$ cat src/rtl/mem_seq_pkg.sv
// Shared op codes, sequencer state encoding and strobe bundle for mem_sequencer.
package mem_seq_pkg;

    localparam logic [2:0] OP_FETCH = 3'd0;
    localparam logic [2:0] OP_JMPI  = 3'd1;
    localparam logic [2:0] OP_CALL  = 3'd2;
    localparam logic [2:0] OP_RET   = 3'd3;
    localparam logic [2:0] OP_LDMAR = 3'd4;

    typedef enum logic [3:0] {
        ST_IDLE,
        ST_F_LATCH,
        ST_F_INC,
        ST_JMPI,
        ST_C_SPDEC,
        ST_C_WRITE,
        ST_C_JUMP,
        ST_R_READ,
        ST_R_SPINC,
        ST_M_LO,
        ST_M_HI
    } state_t;

    typedef struct packed {
        logic pc_load_n;
        logic pc_n_en;
        logic mem_pc_to_ram_n;
        logic sp_n_en;
        logic instr_n_we;
        logic instr_n_oe;
        logic ram_n_oe;
        logic ram_n_we;
        logic mar0_n_we;
        logic mar1_n_we;
        logic pc_from_imm;
        logic sp_up;
        logic imm_to_ram_addr;
        logic done;
    } strobe_t;

    localparam strobe_t STROBE_IDLE = '{
        pc_load_n:       1'b1,
        pc_n_en:         1'b1,
        mem_pc_to_ram_n: 1'b1,
        sp_n_en:         1'b1,
        instr_n_we:      1'b1,
        instr_n_oe:      1'b1,
        ram_n_oe:        1'b1,
        ram_n_we:        1'b1,
        mar0_n_we:       1'b1,
        mar1_n_we:       1'b1,
        pc_from_imm:     1'b0,
        sp_up:           1'b0,
        imm_to_ram_addr: 1'b0,
        done:            1'b0
    };

endpackage

$ cat src/rtl/mem_seq_strobe_dec.sv
// Moore strobe map: sequencer state and halt to the memory-block control strobes.
module mem_seq_strobe_dec
    import mem_seq_pkg::*;
(
    input  state_t  state,
    input  logic    halt,
    output strobe_t strobes
);

    always_comb begin
        strobes = STROBE_IDLE;
        if (!halt) begin
            case (state)
                ST_F_LATCH: strobes.instr_n_we = 1'b0;
                ST_F_INC: begin
                    strobes.pc_n_en = 1'b0;
                    strobes.done    = 1'b1;
                end
                ST_JMPI, ST_C_JUMP: begin
                    strobes.pc_load_n   = 1'b0;
                    strobes.pc_from_imm = 1'b1;
                    strobes.done        = 1'b1;
                end
                ST_C_SPDEC: begin
                    strobes.sp_n_en = 1'b0;
                    strobes.sp_up   = 1'b0;
                end
                ST_C_WRITE: begin
                    strobes.mem_pc_to_ram_n = 1'b0;
                    strobes.ram_n_we        = 1'b0;
                    strobes.imm_to_ram_addr = 1'b1;
                end
                // Return loads the PC from RAM data, hence pc_from_imm stays low.
                ST_R_READ: begin
                    strobes.ram_n_oe        = 1'b0;
                    strobes.imm_to_ram_addr = 1'b1;
                    strobes.pc_load_n       = 1'b0;
                    strobes.pc_from_imm     = 1'b0;
                end
                ST_R_SPINC: begin
                    strobes.sp_n_en = 1'b0;
                    strobes.sp_up   = 1'b1;
                    strobes.done    = 1'b1;
                end
                ST_M_LO: strobes.mar0_n_we = 1'b0;
                ST_M_HI: begin
                    strobes.mar1_n_we = 1'b0;
                    strobes.done      = 1'b1;
                end
                default: strobes = STROBE_IDLE;
            endcase
        end
    end

endmodule

$ cat src/rtl/mem_sequencer.sv
// Memory-operation micro-sequencer: FSM and start handshake. Optional breakpoint
// trap on FETCH enabled by defining MEMSEQ_BREAK_EN.
module mem_sequencer
    import mem_seq_pkg::*;
#(
    parameter int unsigned OP_W = 3
)
(
    input  logic            i_clk,
    input  logic            i_reset,
    input  logic            i_start,
    input  logic [OP_W-1:0] i_op,
    input  logic            i_halt,
`ifdef MEMSEQ_BREAK_EN
    input  logic            i_breakpointHitN,
    input  logic            i_breakClear,
    output logic            o_break,
`endif
    output logic            o_ready,
    output logic            o_done,
    output logic            o_illegal,
    output logic            o_ctrlPCLoadN,
    output logic            o_ctrlPCNEn,
    output logic            o_ctrlMemPCToRamN,
    output logic            o_ctrlSpNEn,
    output logic            o_ctrlInstrNWE,
    output logic            o_ctrlInstrNOE,
    output logic            o_ctrlRamNOE,
    output logic            o_ctrlRamNWE,
    output logic            o_ctrlMemMar0NWE,
    output logic            o_ctrlMemMar1NWE,
    output logic            o_ctrlPCFromImm,
    output logic            o_ctrlSpUp,
    output logic            o_ctrlMemInstrImmToRamAddr
);

    state_t  state, state_next;
    logic    illegal_q, illegal_next;
    logic    accept;
    strobe_t strobes;

`ifdef MEMSEQ_BREAK_EN
    logic brk_q, brk_next;
    logic brk_done_q, brk_done_next;

    assign o_ready = (state == ST_IDLE) && !brk_q;
    assign o_break = brk_q;
`else
    assign o_ready = (state == ST_IDLE);
`endif

    assign accept = i_start && o_ready && !i_halt;

    always_comb begin
        state_next   = state;
        illegal_next = 1'b0;
`ifdef MEMSEQ_BREAK_EN
        brk_next      = brk_q && !i_breakClear;
        brk_done_next = 1'b0;
`endif
        if (state == ST_IDLE) begin
            if (accept) begin
                case (i_op)
`ifdef MEMSEQ_BREAK_EN
                    // A trapped fetch completes immediately without touching memory.
                    OP_W'(OP_FETCH): begin
                        if (!i_breakpointHitN) begin
                            brk_next      = 1'b1;
                            brk_done_next = 1'b1;
                        end else begin
                            state_next = ST_F_LATCH;
                        end
                    end
`else
                    OP_W'(OP_FETCH): state_next = ST_F_LATCH;
`endif
                    OP_W'(OP_JMPI):  state_next = ST_JMPI;
                    OP_W'(OP_CALL):  state_next = ST_C_SPDEC;
                    OP_W'(OP_RET):   state_next = ST_R_READ;
                    OP_W'(OP_LDMAR): state_next = ST_M_LO;
                    default:         illegal_next = 1'b1;
                endcase
            end
        end else if (!i_halt) begin
            case (state)
                ST_F_LATCH: state_next = ST_F_INC;
                ST_C_SPDEC: state_next = ST_C_WRITE;
                ST_C_WRITE: state_next = ST_C_JUMP;
                ST_R_READ:  state_next = ST_R_SPINC;
                ST_M_LO:    state_next = ST_M_HI;
                default:    state_next = ST_IDLE;
            endcase
        end
    end

    always_ff @(posedge i_clk) begin
        if (i_reset) begin
            state     <= ST_IDLE;
            illegal_q <= 1'b0;
`ifdef MEMSEQ_BREAK_EN
            brk_q      <= 1'b0;
            brk_done_q <= 1'b0;
`endif
        end else begin
            state     <= state_next;
            illegal_q <= illegal_next;
`ifdef MEMSEQ_BREAK_EN
            brk_q      <= brk_next;
            brk_done_q <= brk_done_next;
`endif
        end
    end

    mem_seq_strobe_dec u_dec (
        .state   (state),
        .halt    (i_halt),
        .strobes (strobes)
    );

    assign o_illegal = illegal_q;
`ifdef MEMSEQ_BREAK_EN
    assign o_done = strobes.done || (brk_done_q && !i_halt);
`else
    assign o_done = strobes.done;
`endif

    assign o_ctrlPCLoadN              = strobes.pc_load_n;
    assign o_ctrlPCNEn                = strobes.pc_n_en;
    assign o_ctrlMemPCToRamN          = strobes.mem_pc_to_ram_n;
    assign o_ctrlSpNEn                = strobes.sp_n_en;
    assign o_ctrlInstrNWE             = strobes.instr_n_we;
    assign o_ctrlInstrNOE             = strobes.instr_n_oe;
    assign o_ctrlRamNOE               = strobes.ram_n_oe;
    assign o_ctrlRamNWE               = strobes.ram_n_we;
    assign o_ctrlMemMar0NWE           = strobes.mar0_n_we;
    assign o_ctrlMemMar1NWE           = strobes.mar1_n_we;
    assign o_ctrlPCFromImm            = strobes.pc_from_imm;
    assign o_ctrlSpUp                 = strobes.sp_up;
    assign o_ctrlMemInstrImmToRamAddr = strobes.imm_to_ram_addr;

endmodule

$ cat config.mk
export PLATFORM = sky130hd
export DESIGN_NAME = mem_sequencer
export DESIGN_NICKNAME = d
export VERILOG_FILES = /design/src/rtl/mem_seq_pkg.sv /design/src/rtl/mem_seq_strobe_dec.sv /design/src/rtl/mem_sequencer.sv
export SDC_FILE = /design/constraint.sdc
export NUM_CORES = 1
export LEC_CHECK = 0
export ABC_AREA = 1
export CORE_AREA = 3 3 40 42
export CTS_CLUSTER_DIAMETER = 60
export DETAILED_ROUTE_END_ITERATION = 10
export DIE_AREA = 0 0 43 45
export PLACE_DENSITY = 0.81
export SLEW_MARGIN = 20
export SYNTH_ARGS = -nofsm -noshare
export SYNTH_HDL_FRONTEND = slang
export SYNTH_SLANG_ARGS = --single-unit
$ cat constraint.sdc
create_clock -name i_clk -period 2.8 [get_ports i_clk]
set_clock_uncertainty 0.05 [all_clocks]
set_input_delay 0.84 -clock i_clk [delete_from_list [all_inputs] [get_ports i_clk]]
set_output_delay 0.84 -clock i_clk [all_outputs]
set_load 0.005 [all_outputs]
==> metrics.txt, run 1 <==
HP Start state[2]; Seq pwr share 25.0%; core area approximately 1300 µm²; Avg Cell Area, Syn between 5 and 6 µm²; Tcrit/Tclk final between 90% and 100%; antenna violations before repair 0; Via Count just under 600; Power Total around 460 µW; PwrDens between 500 and 600 nW/µm²; crit path launch i_halt; antenna diode count 0; clock root buffer clkbuf_4; first-pass GRT wire length approximately 2.0 mm; Clk pwr share around 17%; internal power approximately 260 µW; Peak VDD IR around 360 µV; crit path max fanout 5; number of remaining DRC errors 0; Skew-Pair Late Insertion Delay ~230 ps; Post-Synth Simple-Gate Area 58.29%; CP Data Arrival Time 1780 ps; multiplexer share of the synthesized area 0%; Net Sw Frac between 40% and 50%; RD Place Congestion 0.8240; DRT iter0 DRCs 6; XOR/XNOR share of the synthesized area 0%; Synth top area share 20.10%; clock-pin slew on the worst setup and hold paths 40 ps; CTS tree yes; num ports 23; worst path buffer plus inverter count 4; sequential-to-total area share from yosys stat between 20 and 25%; combinational fraction of design power between 50 and 60%; status finished clean; post-synth net total about 90; CP max-delay cell clkdlybuf4s50_1; Required @ worst endpoint 1910 ps; TritonRoute pass-1 iters 4; largest family of logic cells by synthesized area simple AND/OR/NAND/NOR gates; CP cell instances buf_2 > inv_2 > buf_4 > nand4_1 > clkdlybuf4s50_1; global route overflow 0; net switching power roughly 200 µW; hold_ws roughly 610 ps; RSZ-0062 raised after global routing no; final max-slew violation count 0; H-tree depth 1; initial core utilization 38.75%; # fillers about 130; row cnt 13; area leader, netlist dfxtp_1; CP delay by family, top buffers and inverters; Layout Utilization around three fifths; Final setup viols 0; Worst setup SP type primary input; clk sinks 5; Longest Clk Path Bufs 2; die height between 40 and 50 µm; post-synth cell types 20; max incr delay on CP roughly 500 ps; CTS buffer count 3; Post-Synth Adder-Cell Area 0%; Final min period about 2700 ps; yosys warns 0; vias per cell roughly 4.7; design area 769.5 µm²; ranking of synthesized cells by area dfxtp_1, nand2_1, nand3_1; Final Hold Fails 0; Yosys reg bits 5; DR WL/cell about 9.8 µm; fraction of final layout cells with drive strength greater than 1 26.13%; Final #Nets between 100 and 150; reg2reg start state[0]; overall die area between 1500 and 2000 µm²; most frequent cells in the layout nand2_1, clkdlybuf4s50_1, nor2_1; Final ANT Viol Nets 0; number of global-route vias before repair between 400 and 500; Hold WC Path Type reg -> reg; All-Layer GR Usage about 14%; dpl cell area 719.4 µm²; Final TNS setup 0 ps; max_cap viols 0; commonest non-fill, non-tap cell in the layout nand2_1; gate count of the mapped netlist between 80 and 90; synthesis-to-layout area growth 54.52%; Synth Cell Area 498.0 µm²; total wire length approximately 1.2 mm; Port Buf Inserts 21; critical path class in -> out; Lkg Pwr between 0.3 and 0.4 nW; crit end category output port; final HPWL from detailed placement about 1 mm; Die W 43 µm; Synth Area in Compound Gates under 10%; largest net degree at the start of global routing 7; f_max approximately 370 MHz
[worst reg2reg max path, cell delays in order (launching register included)]
cell and delay (ps):
dfxtp_1 470, inv_2 90, nor2_2 150, o21ai_1 90, o21ai_0 90, nor2_1 70
nor2_1 90
[sequential cells by signal, summed over array words and instances, names as in the netlist]
name,count
o_illegal,1
state,4
[layer usage]
layer,GRT usage [%],wire [µm],vias up
li1,-,-,319
met1,18.80,554,249
met2,20.36,588,19
met3,3.187,86,0
met4,7.229,0,0
met5,0,0,-
[through the flow]
| stage | instances | setup slack, ps |
|---|---|---|
| 4_1_cts | 125 | 22.15 |
| 2_1_floorplan | 84 | 655.0 |
| 5_1_grt | 126 | 63.25 |
| 3_3_place_gp | 119 | -243.9 |
| 3_5_place_dp | 119 | -291.0 |
| 6_report | 126 | 129.0 |
[worst paths after layout]
check,slack [ps],cells past startpoint,to
setup / recovery,130,5,o_ctrlMemMar1NWE
hold / removal,610,3,o_illegal
setup reg to reg,1640,6,state[1]
hold reg to reg,610,3,o_illegal
[cell usage after synthesis (all sizes together)]
cell / count
nand2: 27
inv: 12
nor3b: 1
nand3: 8
nand3b: 1
nor2: 16
buf: 2
o211ai: 1
a31oi: 1
nand4: 1
conb: 1
dfxtp: 5
o21ai: 6
nor3: 2
[cell type report]
cell class	instances	area [µm²]	share of cell area (%)
clock buffers	4	26.28	3.415
inverters	12	45.04	5.854
multi-input cells	65	342.8	44.55
flip-flops and latches	5	101.3	13.17
well taps	15	18.77	2.439
repair buffers	24	227.7	29.59
repair inverters	1	7.507	0.9756
[what timing repair did]
item	4_1_cts	5_1_grt
gates cloned	1	0
buffers inserted	1	1
hold buffers	0	0
hold endpoints to repair	0	0
gates resized for setup	4	4
setup endpoints to repair	13	3
[power by group through the flow]
stage,logic [mW],registers (mW),clock network (mW)
final,0.267,0.115,0.0785
after global routing,0.296,0.120,0.0853
after CTS,0.267,0.114,0.0830
after detailed placement,0.264,0.115,0
after global placement,0.262,0.115,0
after floorplan,0.175,0.112,0
[cell families (layout without fill, tap and decap cells)]
kind of cell           after synthesis  in the layout
AOI/OAI and AO/OA                    8              8
buffers and inverters               14             41
DFF                                  5              5
other                                1              1
and+or+nand+nor                     56             56
(Power assumes the default switching activity.)
==> run 2: changes to the inputs <==
CELL_PAD_IN_SITES_DETAIL_PLACEMENT = 1   (was unset)
CELL_PAD_IN_SITES_GLOBAL_PLACEMENT = 1   (was unset)
CORE_AREA = unset   (was 3 3 40 42)
CORE_MARGIN = 3   (was unset)
CORE_UTILIZATION = 25   (was unset)
DIE_AREA = unset   (was 0 0 43 45)
PLACE_DENSITY = 0.82   (was 0.81)
clock period = 2.6 ns   (was 2.8 ns; I/O delays follow)
==> run 2 against run 1 <==
Net effect: first-iteration DRC count up 17%; routed wire length up 28%; via count up 3.2%; power up 12%; non-clock buffer count up 1; combinational power up 12%; final cell count up 8.7%.
==> metrics.txt, run 2 (synthesis results as in run 1) <==
core area 1802 µm² (was 1285 µm²); Most flops, register state (unchanged); Via Count 606 (was 587); row cnt 15 (was 13); vias per cell 4.423 (was 4.659); CTS hold repair buffers 0 (unchanged); Peak VDD IR 479.5 µV (was 362.0 µV); clock-pin slew on the worst setup and hold paths 40 ps (about the same); Skew-Pair Late Insertion Delay 240 ps (was 230 ps); status finished clean (unchanged); CTS tree yes (unchanged); Final #Nets 120 (was 119); final max-slew violation count 0 (unchanged); initial core utilization 27.64% (was 38.75%); max incr delay on CP 540 ps (was 500 ps); Port Buf Inserts 21 (unchanged); TritonRoute pass-1 iters 4 (unchanged); f_max ~400 MHz; # fillers 250 (was 131); Longest Clk Path Bufs 2 (unchanged); DR WL/cell 11.50 µm (was 9.754 µm); clock root buffer clkbuf_4 (unchanged); PwrDens 632.5 nW/µm² (was 598.2 nW/µm²); design area 812.0 µm² (was 769.5 µm²); crit path max fanout 5 (unchanged); crit path launch i_halt (unchanged); placed cell count 130 (was 119); Final setup viols 0 (unchanged); commonest non-fill, non-tap cell in the layout nand2_1 (unchanged); Final min period 2529 ps; CTS buffer count 3 (unchanged); HP Start state[1] (was state[2]); DRT iter0 DRCs 7 (was 6); Die W 50.63 µm (was 43 µm); antenna diode count 0 (unchanged); overall die area 2563 µm² (was 1935 µm²); total wire length 1.575 mm (was 1.229 mm); Lkg Pwr 0.3783 nW (was 0.3534 nW); worst path buffer plus inverter count 2 (was 4); CP max-delay cell clkdlybuf4s50_1 (unchanged); first-pass GRT wire length 2.546 mm (was 2.049 mm); CP Data Arrival Time 1700 ps (was 1780 ps); number of global-route vias before repair 599 (was 488); max_cap viols 0 (unchanged); Cell Count, Final, Fillers Out 137 (was 126); critical path class in -> out (unchanged); most frequent cells in the layout nand2_1, clkdlybuf4s50_1, nor2_1 (unchanged); CP delay by family, top buffers and inverters (unchanged); final HPWL from detailed placement 1.310 mm (was 1.029 mm); All-Layer GR Usage 12.92% (was 13.82%); Worst setup SP type primary input (unchanged); clk sinks 5 (unchanged); largest net degree at the start of global routing 7 (unchanged); num ports 23 (unchanged); die height 50.63 µm (was 45 µm); Final Hold Fails 0 (unchanged); reg2reg start state[3] (was state[0]); fraction of final layout cells with drive strength greater than 1 28.57% (was 26.13%); number of remaining DRC errors 0 (unchanged); dpl cell area 739.5 µm² (was 719.4 µm²); CP cell instances clkbuf_4 > nor3b_2 > clkdlybuf4s50_1 (was buf_2 > inv_2 > buf_4 > nand4_1 > clkdlybuf4s50_1); Final ANT Viol Nets 0 (unchanged); Required @ worst endpoint 1770 ps (was 1910 ps); synthesis-to-layout area growth 63.07% (was 54.52%); H-tree depth 1 (unchanged); antenna violations before repair 0 (unchanged); crit end category output port (unchanged); Tcrit/Tclk final between 90% and 100%; Hold WC Path Type reg -> reg (unchanged); global route overflow 0 (unchanged); RD Place Congestion 0.8418 (was 0.8240); max reg flops 4 (unchanged)
## run 2: cell types whose count changed in the layout (fill, tap and decap cells not counted)
cell / delta
buf_2: -1
clkdlybuf4s50_1: -4
inv_4: +1
inv_2: -1
dfxtp_4: +2
clkbuf_4: +1
buf_4: +1
dlymetal6s2s_1: +4
dfxtp_1: -2
## run 2: per-stage QoR
stage / total power, mW / hold slack, ps / setup TNS (ps) / utilization [%] / setup WS (ps)
final: 0.5136 / 598.7 / 0 / 45.07 / 70.85
after floorplan: 0.3090 / 560.0 / 0 / - / 575.0
after detailed placement: 0.4185 / 621.9 / -4139 / 41.04 / -396.6
after global routing: 0.5651 / 626.3 / -0.1013 / 45.07 / -0.1013
after CTS: 0.5109 / 628.0 / 0 / 42.71 / 12.26
after global placement: 0.4137 / 621.9 / -3539 / 41.04 / -324.8
## run 2: layer usage
| metal | track usage (%) | wire length (µm) | up-vias |
|---|---|---|---|
| li1 | - | - | 316 |
| met5 | 0 | 0 | - |
| met3 | 3.858 | 66 | 0 |
| met4 | 1.345 | 0 | 0 |
| met1 | 14.89 | 726 | 267 |
| met2 | 23.91 | 782 | 23 |
## run 2: what timing repair did
action	4_1_cts	5_1_grt
gates resized for setup	6	11
gates cloned	1	0
endpoints found under the setup margin	13	5
setup buffers	0	2
pin swaps	0	1
## run 2: area by class of cell
cell class	instances	area, µm²	area share (%)
inverters	12	47.55	5.855
well taps	25	31.28	3.852
repair inverters	1	7.507	0.9245
flip-flops and latches	5	108.9	13.41
clock buffers	4	26.28	3.236
repair buffers	25	247.7	30.51
multi-input cells	65	342.8	42.22
## run 2: power breakdown
part           internal [mW]  leakage (nW)  total [mW]  switching, mW
sequential            0.0981        0.0428       0.129         0.0308
clock                 0.0578        0.0150      0.0867         0.0289
combinational          0.132         0.321       0.298          0.166
total                  0.288         0.378       0.514          0.225
## run 2: final timing paths
kind / end / slack, ps / cells past startpoint
hold reg to reg: o_illegal / 600 / 3
hold / removal: o_illegal / 600 / 3
setup / recovery: o_ctrlSpUp / 70 / 3
setup reg to reg: state[2] / 1420 / 8
## run 2: tightest hold or removal path: stages (launching register included)
cell and delay (ps):
dfxtp_4 390, nor2_4 60, nand2_4 90, nor3_1 60
